[src/rtl/async_mux_pipe.sv]
// Two-stage COUNT:1 word selector: stage 1 picks one word per RADIX-sized group, stage 2 picks the group.
// Latency 2 cycles accept-to-m_valid; s_ready falls only when both stages hold data and m_ready is low.
module async_mux_pipe #(
    parameter int DATA_WIDTH = 8,
    parameter int COUNT      = 16,
    parameter int ADDR_WIDTH = $clog2(COUNT),
    parameter int RADIX      = 4
) (
    input  logic                        clk,
    input  logic                        rst_n,
    input  logic [COUNT*DATA_WIDTH-1:0] s_data,
    input  logic [ADDR_WIDTH-1:0]       s_select,
    input  logic                        s_valid,
    output logic                        s_ready,
    output logic [DATA_WIDTH-1:0]       m_data,
    output logic [ADDR_WIDTH-1:0]       m_select,
    output logic                        m_err,
    output logic                        m_valid,
    input  logic                        m_ready
);

    localparam int GROUPS = (COUNT + RADIX - 1) / RADIX;
    localparam int LOG_R  = $clog2(RADIX);
    localparam int HI_W   = (ADDR_WIDTH > LOG_R) ? ADDR_WIDTH - LOG_R : 1;
    localparam logic [ADDR_WIDTH:0] COUNT_W = (ADDR_WIDTH + 1)'(COUNT);

    // Last group is zero-padded so its unused slots read 0 instead of aliasing.
    logic [DATA_WIDTH-1:0] word_pad [GROUPS][RADIX];

    for (genvar g = 0; g < GROUPS; g++) begin : g_grp
        for (genvar r = 0; r < RADIX; r++) begin : g_slot
            if (g * RADIX + r < COUNT) begin : g_real
                assign word_pad[g][r] = s_data[(g*RADIX + r)*DATA_WIDTH +: DATA_WIDTH];
            end else begin : g_pad
                assign word_pad[g][r] = '0;
            end
        end
    end

    logic [DATA_WIDTH-1:0] grp_q [GROUPS];
    logic [ADDR_WIDTH-1:0] st1_sel;
    logic                  st1_err;
    logic                  st1_valid;
    logic [LOG_R-1:0]      s_lo;
    logic [HI_W-1:0]       st1_hi;
    logic [DATA_WIDTH-1:0] sel_word;
    logic                  out_adv;
    logic                  s_acc;

    assign out_adv = st1_valid && (!m_valid || m_ready);
    assign s_ready = !st1_valid || out_adv;
    assign s_acc   = s_valid && s_ready;
    assign s_lo    = s_select[LOG_R-1:0];
    assign st1_hi  = HI_W'(st1_sel >> LOG_R);

    always_comb begin
        sel_word = '0;
        for (int g = 0; g < GROUPS; g++) begin
            if (st1_hi == HI_W'(g)) sel_word = grp_q[g];
        end
    end

    always_ff @(posedge clk or negedge rst_n) begin
        if (!rst_n) begin
            for (int g = 0; g < GROUPS; g++) grp_q[g] <= '0;
            st1_sel   <= '0;
            st1_err   <= 1'b0;
            st1_valid <= 1'b0;
        end else begin
            if (s_acc) begin
                for (int g = 0; g < GROUPS; g++) grp_q[g] <= word_pad[g][s_lo];
                st1_sel <= s_select;
                st1_err <= ({1'b0, s_select} >= COUNT_W);
            end
            if (s_acc)        st1_valid <= 1'b1;
            else if (out_adv) st1_valid <= 1'b0;
        end
    end

    always_ff @(posedge clk or negedge rst_n) begin
        if (!rst_n) begin
            m_data   <= '0;
            m_select <= '0;
            m_err    <= 1'b0;
            m_valid  <= 1'b0;
        end else begin
            if (out_adv) begin
                m_data   <= st1_err ? '0 : sel_word;
                m_select <= st1_sel;
                m_err    <= st1_err;
            end
            if (out_adv)      m_valid <= 1'b1;
            else if (m_ready) m_valid <= 1'b0;
        end
    end

endmodule

[config.mk]
export PLATFORM = sky130hd
export DESIGN_NAME = async_mux_pipe
export DESIGN_NICKNAME = d
export VERILOG_FILES = /design/src/rtl/async_mux_pipe.sv
export SDC_FILE = /design/constraint.sdc
export NUM_CORES = 1
export LEC_CHECK = 0
export BUFFER_PORTS_ARGS = -buffer_cell sky130_fd_sc_hd__buf_2
export CORE_ASPECT_RATIO = 1.1
export CORE_MARGIN = 5
export CORE_UTILIZATION = 35
export DETAILED_ROUTE_END_ITERATION = 8
export PLACE_DENSITY = 0.66
export SETUP_SLACK_MARGIN = 0.2
export SLEW_MARGIN = 0
export SYNTH_ARGS = -nofsm -noshare
export SYNTH_HDL_FRONTEND = slang
export SYNTH_SLANG_ARGS = --single-unit
[constraint.sdc]
create_clock -name clk -period 3.45 [get_ports clk]
set_input_delay 0.69 -clock clk [delete_from_list [all_inputs] [get_ports clk]]
set_output_delay 0.69 -clock clk [all_outputs]
set_load 0.02 [all_outputs]
==> results_dict.tcl <==
set metrics [dict create \
    status "finished clean" \
    net_count_synth 296 \
    post-cts-setup-buffers 0 \
    ys_seq_elements 50 \
    clock_tree_from_tritoncts "yes" \
    initial_utilization 0.3594 \
    worstReg2RegEnd "m_data[6]$_DFFE_PN0P_" \
    fmaxAchievable_mhz 499.3 \
    drt.antenna.violating_nets 0 \
    unrepaired_setup_endpoints_after_global_routing "false" \
    ff2ff_setup_slack_ns 1.73 \
    detail_route.drc_violations 0 \
    grt_max_degree 51 \
    synthTopCellsByArea "sky130_fd_sc_hd__dfrtp_1 44%, sky130_fd_sc_hd__mux4_2 32%, sky130_fd_sc_hd__mux2_2 18%, sky130_fd_sc_hd__buf_12 2.1%, sky130_fd_sc_hd__buf_2 1.4%" \
    clockPowerShare 0.193 \
    finalMaxSlewViolations 0 \
    power.share.combinational 0.319 \
    post_drt_wl_per_cell_um 17.18 \
    clock_tree.htree_level_count 2 \
    synth_top_area_frac 0.4376 \
    finalClockSkew_ns 0.006154 \
    hold_viol 0 \
    worstPathArrival_ns 2.18 \
    layout_worst_path_cycle_share 0.5805 \
    dieArea_um2 10080 \
    yosysUniqueCellTypes 14 \
    timing.setup.critical_path_class "in -> reg" \
    reg2reg_depth 2 \
    power_leakage_nw 1.682 \
    totalPowerFinal_mw 1.660 \
    syn_avg_cell_area_um2 17.87 \
    fin_setup_tns_ns 0 \
    worstSetupEndpoint "grp_q[13]$_DFFE_PN0P_" \
    coreArea_um2 7955 \
    area.growth.synth_to_final_pct 29.76 \
    cp_num_buf_inv 2 \
    reg2reg_from "st1_sel[2]$_DFFE_PN0P_" \
    cts.reportedPaths.clkPinSlew_ns 0.08 \
    placement.io_buffers 149 \
    holdBufCountCts 0 \
    swShare 0.2926 \
    grt.overflow.total 0 \
    period_minus_slack_ns 2.003 \
    synth_top_flop_cell "sky130_fd_sc_hd__dfrtp_1" \
    cts_resized 0 \
    post_drt_via_cell_ratio 4.963 \
    share_seq_of_total_power 0.488 \
    crit_path_cells "buf_2 > buf_12 > mux4_2 > mux2_2" \
    cp_max_delay_cell "sky130_fd_sc_hd__mux4_2" \
    worst_setup_path_start_kind "input pin" \
    drive_gt1_frac 0.7980 \
    cts_buffers 5 \
    yosys_top_cell_by_area "sky130_fd_sc_hd__dfrtp_1" \
    antenna_found_initial 0 \
    diodes 0 \
    relative_max_transition_margin 0.2441 \
    die_h_um 104.8 \
    timing_worst_slew_pin_value_ns 1.134 \
    post-synth-top-count-cell "sky130_fd_sc_hd__dfrtp_1" \
    global_route.usage.total 0.1457 \
    ir_drop_mv 0.1521 \
    fin_nets 438 \
    die_width_um 96.18 \
    intPower_mw 1.174 \
    seq_area_frac_synth 0.4376 \
    cts.root.buffer_cell "sky130_fd_sc_hd__clkbuf_8" \
    netlist_top_cells_count "50 x sky130_fd_sc_hd__dfrtp_1, 45 x sky130_fd_sc_hd__mux2_2, 40 x sky130_fd_sc_hd__mux4_2" \
    crit_start "s_select[0]" \
    synth-async-reset-ratio 1.000 \
    postPlaceCellArea_um2 3633 \
    io-pin-count 151 \
    detailroute.via_count 2035 \
    critical_path_cell_count 4 \
    cp_top_family "multiplexers" \
    grt_first_pass_wirelength_um 11310 \
    grt_pass1_vias 2348 \
    critical-path-max-stage-delay_ns 0.52 \
    p_switching_mw 0.4857 \
    worst_skew_pair.late_latency_ns 0.29 \
    drt_iter0_markers 38 \
    clockBufferDepth 2 \
    yosys_warnings 0 \
    critical_path_peak_fanout 19 \
    cp-end-kind "register" \
    synth-edff-count 0 \
    place.detailed.hpwl_um 5660 \
    drv.max_cap_violation_count 0 \
    clock_sink_count 50 \
    postLayoutCellArea_um2 3710 \
    gpl.final_weighted_congestion 0.6715 \
    routed_wl_um 7044 \
    hp-class "reg -> reg" \
    iteration_count_of_the_initial_detailed_routing_pass 3 \
    power.density_cell_area_nw_per_um2 447.5 \
    netlist_area_um2 2859 \
    synthCells 160 \
    finalSetupViolCount 0 \
    crit_required_ns 3.63 \
    placement_rows 34 \
]
[stage by stage]
step                      setup WS (ns)    util  cells  hold slack [ns]
after floorplan                   1.518       -    160           0.3944
after global placement            1.112  0.4567    403           0.4620
after detailed placement          1.071  0.4567    403           0.4737
after CTS                         1.392  0.4663    410           0.4936
after global routing              1.323  0.4663    410           0.5145
final                             1.447  0.4663    410           0.4851
[sequential cells by signal (all words and copies together) (netlist names)]
signal     count
grp_q         32
m_data         8
m_select       4
m_valid        1
st1_sel        4
st1_valid      1
[metal layers]
layer | vias up | GRT usage | routed length [um]
li1 | 921 | - | -
met1 | 1021 | 0.1764 | 2670
met2 | 89 | 0.2605 | 3761
met3 | 4 | 0.02948 | 553
met4 | 0 | 0.03557 | 58
met5 | - | 0 | 0
[how the worst min path moves through the flow]
stage                            startpoint                       to  slack [ns]  cells past startpoint
global route        m_select[2]$_DFFE_PN0P_  m_select[2]$_DFFE_PN0P_        0.51                      1
finish               st1_sel[1]$_DFFE_PN0P_  m_select[1]$_DFFE_PN0P_        0.49                      1
detailed placement   st1_sel[1]$_DFFE_PN0P_  m_select[1]$_DFFE_PN0P_        0.47                      1
floorplan                             rst_n     grp_q[0]$_DFFE_PN0P_        0.39                      0
global placement     st1_sel[1]$_DFFE_PN0P_  m_select[1]$_DFFE_PN0P_        0.46                      1
CTS                  st1_sel[1]$_DFFE_PN0P_  m_select[1]$_DFFE_PN0P_        0.49                      1
[final cells by class]
cell class	instances	area [um2]
multi-input combinational	95	1481
sequential	50	1251
timing repair buffer	150	765.7
clock buffer	7	76.32
tap	108	135.1
fill	741	4245
[placed cells by master (no fill, tap or decap)]
| master | netlist | routed |
|---|---|---|
| sky130_fd_sc_hd__dfrtp_1 | 50 | 50 |
| sky130_fd_sc_hd__mux2_2 | 45 | 45 |
| sky130_fd_sc_hd__buf_2 | 8 | 149 |
| sky130_fd_sc_hd__clkbuf_1 | 2 | 2 |
| sky130_fd_sc_hd__conb_1 | 1 | 1 |
| sky130_fd_sc_hd__nand2_1 | 1 | 1 |
| sky130_fd_sc_hd__nand3b_1 | 1 | 1 |
| sky130_fd_sc_hd__clkbuf_8 | 0 | 5 |
| sky130_fd_sc_hd__nand2b_1 | 3 | 3 |
| sky130_fd_sc_hd__mux2_1 | 3 | 3 |
| sky130_fd_sc_hd__nand2_2 | 1 | 1 |
| sky130_fd_sc_hd__buf_12 | 3 | 1 |
| sky130_fd_sc_hd__mux4_2 | 40 | 40 |
[kinds of logic (layout without fill, tap and decap cells)]
family / Yosys count / count (layout) / synth area share
mux: 88 / 88 / 0.5042
flops: 50 / 50 / 0.4376
buf+inv: 15 / 157 / 0.04420
simple gates: 6 / 6 / 0.01269
other cells: 1 / 1 / 0.001312
[power by group through the flow]
stage	Sequential (mW)	Combinational [mW]	Clock, mW
final	0.810	0.530	0.320
after global routing	0.830	0.580	0.357
after CTS	0.814	0.542	0.335
after detailed placement	0.826	0.541	0
after global placement	0.822	0.528	0
after floorplan	0.855	0.306	0
No activity file was read; power rests on OpenSTA's default activity.
